### src/rtl/nios2_oci_dct_pkg.sv
// Shared constants and FSM state type for the OCI DCT trace packer.
package nios2_oci_dct_pkg;

  localparam int ATOM_W = 2;
  localparam int SLOTS  = 15;
  localparam int BUF_W  = ATOM_W * SLOTS;
  localparam int CNT_W  = 4;

  typedef enum logic [2:0] {
    ST_RUN,
    ST_FLUSH,
    ST_END_FLUSH,
    ST_END_DRAIN,
    ST_DONE
  } dct_state_t;

endpackage

### src/rtl/nios2_oci_dct_outreg.sv
// Single-entry valid/ready holding register for packed DCT words.
module nios2_oci_dct_outreg #(
  parameter int W = 34
) (
  input  logic         clk,
  input  logic         reset_n,
  input  logic         load,
  input  logic [W-1:0] din,
  input  logic         ready,
  output logic [W-1:0] dout,
  output logic         valid,
  output logic         out_free
);

  assign out_free = !valid || ready;

  // The word is only replaced on load; it stays put while the consumer stalls.
  always_ff @(posedge clk or negedge reset_n) begin
    if (!reset_n) begin
      dout  <= '0;
      valid <= 1'b0;
    end else if (load) begin
      dout  <= din;
      valid <= 1'b1;
    end else if (valid && ready) begin
      valid <= 1'b0;
    end
  end

endmodule

### src/rtl/nios2_oci_dct_packer.sv
// Packs 2-bit trace atoms into 15-slot DCT words and drains them on end of test.
//
// state        | meaning
// ST_RUN       | accepting atoms, full words go out automatically
// ST_FLUSH     | pushing the partial word out, then back to RUN
// ST_END_FLUSH | test ending: pushing the last partial word out
// ST_END_DRAIN | waiting for the consumer to take the last word
// ST_DONE      | drained; test_has_ended high until reset
module nios2_oci_dct_packer
  import nios2_oci_dct_pkg::*;
(
  input  logic             clk,
  input  logic             reset_n,
  input  logic             atom_valid,
  input  logic [ATOM_W-1:0] atom_data,
  output logic             atom_ready,
  input  logic             flush,
  input  logic             test_ending,
  output logic [BUF_W-1:0] dct_buffer,
  output logic [CNT_W-1:0] dct_count,
  output logic             dct_valid,
  input  logic             dct_ready,
  output logic             test_has_ended
);

  localparam logic [CNT_W-1:0] FULL_CNT = CNT_W'(SLOTS);

  dct_state_t       state, state_nxt;
  logic [BUF_W-1:0] acc_buf, acc_buf_wr;
  logic [CNT_W-1:0] acc_cnt;
  logic             accept, xfer, out_free, flushing;

  assign flushing   = (state == ST_FLUSH) || (state == ST_END_FLUSH);
  assign atom_ready = (state == ST_RUN) && (acc_cnt != FULL_CNT);
  assign accept     = atom_valid && atom_ready;
  assign xfer       = out_free && ((acc_cnt == FULL_CNT) || (flushing && acc_cnt != '0));
  assign test_has_ended = (state == ST_DONE);

  always_comb begin
    acc_buf_wr = acc_buf;
    for (int i = 0; i < SLOTS; i++) begin
      if (acc_cnt == CNT_W'(i)) acc_buf_wr[i*ATOM_W +: ATOM_W] = atom_data;
    end
  end

  // accept and xfer never coincide: accept needs a non-full RUN accumulator.
  always_ff @(posedge clk or negedge reset_n) begin
    if (!reset_n) begin
      acc_buf <= '0;
      acc_cnt <= '0;
    end else if (xfer) begin
      acc_buf <= '0;
      acc_cnt <= '0;
    end else if (accept) begin
      acc_buf <= acc_buf_wr;
      acc_cnt <= acc_cnt + CNT_W'(1);
    end
  end

  always_ff @(posedge clk or negedge reset_n) begin
    if (!reset_n) state <= ST_RUN;
    else          state <= state_nxt;
  end

  always_comb begin
    state_nxt = state;
    unique case (state)
      ST_RUN: begin
        if (test_ending) state_nxt = ST_END_FLUSH;
        else if (flush)  state_nxt = ST_FLUSH;
      end
      ST_FLUSH: begin
        if (test_ending)                 state_nxt = ST_END_FLUSH;
        else if (acc_cnt == '0 || xfer)  state_nxt = ST_RUN;
      end
      ST_END_FLUSH: begin
        if (acc_cnt == '0 || xfer) state_nxt = ST_END_DRAIN;
      end
      ST_END_DRAIN: begin
        if (!dct_valid || dct_ready) state_nxt = ST_DONE;
      end
      ST_DONE:  state_nxt = ST_DONE;
      default:  state_nxt = ST_RUN;
    endcase
  end

  nios2_oci_dct_outreg #(.W(BUF_W + CNT_W)) u_outreg (
    .clk      (clk),
    .reset_n  (reset_n),
    .load     (xfer),
    .din      ({acc_cnt, acc_buf}),
    .ready    (dct_ready),
    .dout     ({dct_count, dct_buffer}),
    .valid    (dct_valid),
    .out_free (out_free)
  );

endmodule

### config.mk
export PLATFORM = sky130hd
export DESIGN_NAME = nios2_oci_dct_packer
export DESIGN_NICKNAME = d
export VERILOG_FILES = /design/src/rtl/nios2_oci_dct_pkg.sv /design/src/rtl/nios2_oci_dct_outreg.sv /design/src/rtl/nios2_oci_dct_packer.sv
export SDC_FILE = /design/constraint.sdc
export NUM_CORES = 1
export LEC_CHECK = 0
export CAP_MARGIN = 20
export CORE_ASPECT_RATIO = 0.8
export CORE_MARGIN = 5
export CORE_UTILIZATION = 35
export CTS_BUF_LIST = sky130_fd_sc_hd__clkbuf_16
export CTS_CLUSTER_DIAMETER = 80
export DETAILED_ROUTE_END_ITERATION = 8
export SKIP_LAST_GASP = 1
export SLEW_MARGIN = 20
export SYNTH_ARGS = -nofsm -noshare
export SYNTH_HDL_FRONTEND = slang
export SYNTH_SLANG_ARGS = --single-unit
### constraint.sdc
create_clock -name clk -period 5.55 [get_ports clk]
set_input_delay 0.555 -clock clk [delete_from_list [all_inputs] [get_ports clk]]
set_output_delay 0.555 -clock clk [all_outputs]
set_load 0.02 [all_outputs]
==> out/qor.yml <==
status: "finished clean"
crit_type: "flip-flop to flip-flop"
drt_wl_total_um: 13100
cts_hold_buffers: 0
grt_pass1_wl_um: 21300
via_per_inst: 6.30
p_comb_frac: 0.479
fp.dieArea_mm2: 0.0148
drc_errors: 0
power_density_mw_per_mm2: 525
io_buffers: 44
synth_fp_nets: 477
grt_max_degree: 108
numCtsBuffers: 9
antenna_found_initial: 0
p_sw_frac: 0.468
cap_violations: 0
final_nets: 475
synth_flop_cell: "dfrtp_1"
worstPathMaxFanout: 21
hold_path_class: "input port to asynchronous set/reset pin"
grt_pass1_vias: 3865
peakVddDrop_v: 0.000235
ys_ff_latch: 72
fin_worst_skew_ns: 0.00695
p_seq_frac: 0.332
worstPathRequired_ns: 5.74
cts_buffer_depth: 2
antenna_cells: 0
synthesis.area_mm2: 0.00436
overflow: 0
timing.critical_path.from_type: "flip-flop"
hold_violations: 0
cts_tree: "built"
synth_top_area_cell: "dfrtp_1"
ys_top_cells_by_count: "dfrtp_1 (72), clkbuf_1 (44), and3b_1 (39), nand2_1 (38), a31oi_1 (35)"
cts.clk_slew.worst_paths_ns: 0.06
vias: 4009
fmax_mhz: 312
end_kind: "flip-flop"
ys_warn_count: 0
worstMarginPinSlew_ns: 1.10
netlist_instances: 465
synth.distinct_cells: 40
post_cts_resized: 0
netlist.area_leader.share: 0.414
clockPowerShare: 0.189
final_core_util: 0.414
p_leak_nw: 2.08
initial_core_util: 0.357
drv_slew: 0
post-dp-hpwl_um: 7700
die_h_um: 110
area_growth_syn_to_layout_pct: 15.9
clk_latency_ns: 0.34
cts_root_buffer: "clkbuf_16"
synth-edff-count: 0
setup_viol: 0
clock_sinks: 72
power.internal_mw: 1.41
slew_headroom: 0.264
period_share: 0.577
yosysMostFrequentCell: "dfrtp_1"
fin_setup_tns_ns: 0
ys_seq_area_frac: 0.414
syn_avg_cell_area_um2: 9.37
ant_nets: 0
first_pass_iters: 5
coreArea_mm2: 0.0122
postCtsSetupRepairBufs: 0
finalWeightedCongestion: 0.809
switchingPower_mw: 1.24
rows: 36
io_pins: 45
drt-wirelength-per-cell_um: 20.7
synth.area.top_cells: "dfrtp_1 (41%), and3b_1 (7.8%), o311ai_0 (6.8%)"
track_usage: 0.181
hold_slack_ns: 0.455
cts.htree.levels: 3
worstPathArrival_ns: 3.39
dr.first_iter.drc_count: 322
post-route-min-period_ns: 3.20
drive_above_1_share: 0.0667
rsz0062_at_grt: "false"
async_reset_ff_frac: 1.00
die_w_um: 135
## worst paths after layout
kind	startpoint	to	slack (ns)	cells after the start
max	acc_cnt[0]	u_outreg.dout[18]	2.35	6
min	reset_n	u_outreg.dout[6]	0.46	2
max reg2reg	acc_cnt[0]	u_outreg.dout[18]	2.35	6
min reg2reg	acc_buf[11]	u_outreg.dout[11]	0.56	2
max in group asynchronous	reset_n	u_outreg.valid	4.46	2
min in group clk	acc_buf[11]	u_outreg.dout[11]	0.56	2
## cell usage in the layout, fill, tap and decap left out, types with 2 or more instances in the layout
cell type / count
dfrtp_1: 71
clkdlybuf4s50_1: 42
nand2_1: 38
a21oi_1: 2
clkinv_1: 2
a211oi_1: 2
nand3_1: 19
a31oi_1: 35
or4_1: 3
o31ai_1: 15
a22oi_1: 32
clkbuf_16: 9
buf_4: 9
nor2_1: 4
and2_1: 4
buf_2: 2
inv_1: 3
o21ai_0: 17
or3_1: 2
o211ai_1: 34
ha_1: 4
o311ai_0: 34
nand4_1: 23
and3b_1: 39
## routing by layer
metal | routed length [um] | vias to the layer above | track usage
met3 | 752 | 20 | 0.0348
met1 | 6260 | 2015 | 0.263
met5 | 0 | - | 0
met4 | 157 | 0 | 0.0494
met2 | 5960 | 127 | 0.275
li1 | - | 1847 | -
## logic make-up after synthesis
kind of cell,Yosys count,synth area share
adders and majority gates,4,0.0115
and+or+nand+nor,144,0.209
buffers and inverters,68,0.0684
DFF,72,0.414
xor gates and xnor gates,1,0.00201
AOI/OAI and AO/OA,176,0.295
## area by class of cell
cell class / instances / area (um^2)
repair buffers: 53 / 498
clock buffers: 9 / 225
multi-input cells: 325 / 2280
clock inverters: 4 / 16.3
inverters: 2 / 7.51
well taps: 171 / 214
fillers: 1199 / 7160
flip-flops and latches: 72 / 1800
## worst max-delay path, stage by stage (launching register included)
cell and delay, ns:
dfrtp_1 0.45, inv_1 0.13, ha_1 0.31, nor3b_2 0.90
or3_1 0.68, buf_4 0.41, o211ai_1 0.15
## stage by stage
stage,instance area [um^2],setup slack [ns],power (mW),instances
5_1_grt,5050,2.16,2.81,636
3_3_place_gp,4810,2.20,2.09,623
2_1_floorplan,4360,3.41,1.65,465
6_report,5050,2.35,2.65,636
3_5_place_dp,4810,2.07,2.13,623
4_1_cts,5050,2.36,2.65,636
## registers in the layout, summed over array words and instances (netlist names)
name	cells
acc_buf	30
acc_cnt	4
state	3
u_outreg.dout	34
u_outreg.valid	1
## power groups by stage
stage	Sequential [mW]	Combinational [mW]	Clock [mW]
after floorplan	0.912	0.736	0
after global placement	0.871	1.22	0
after detailed placement	0.883	1.25	0
after CTS	0.875	1.26	0.514
after global routing	0.911	1.36	0.533
final	0.880	1.27	0.502
Note: power is estimated with default switching activity, not from simulation.
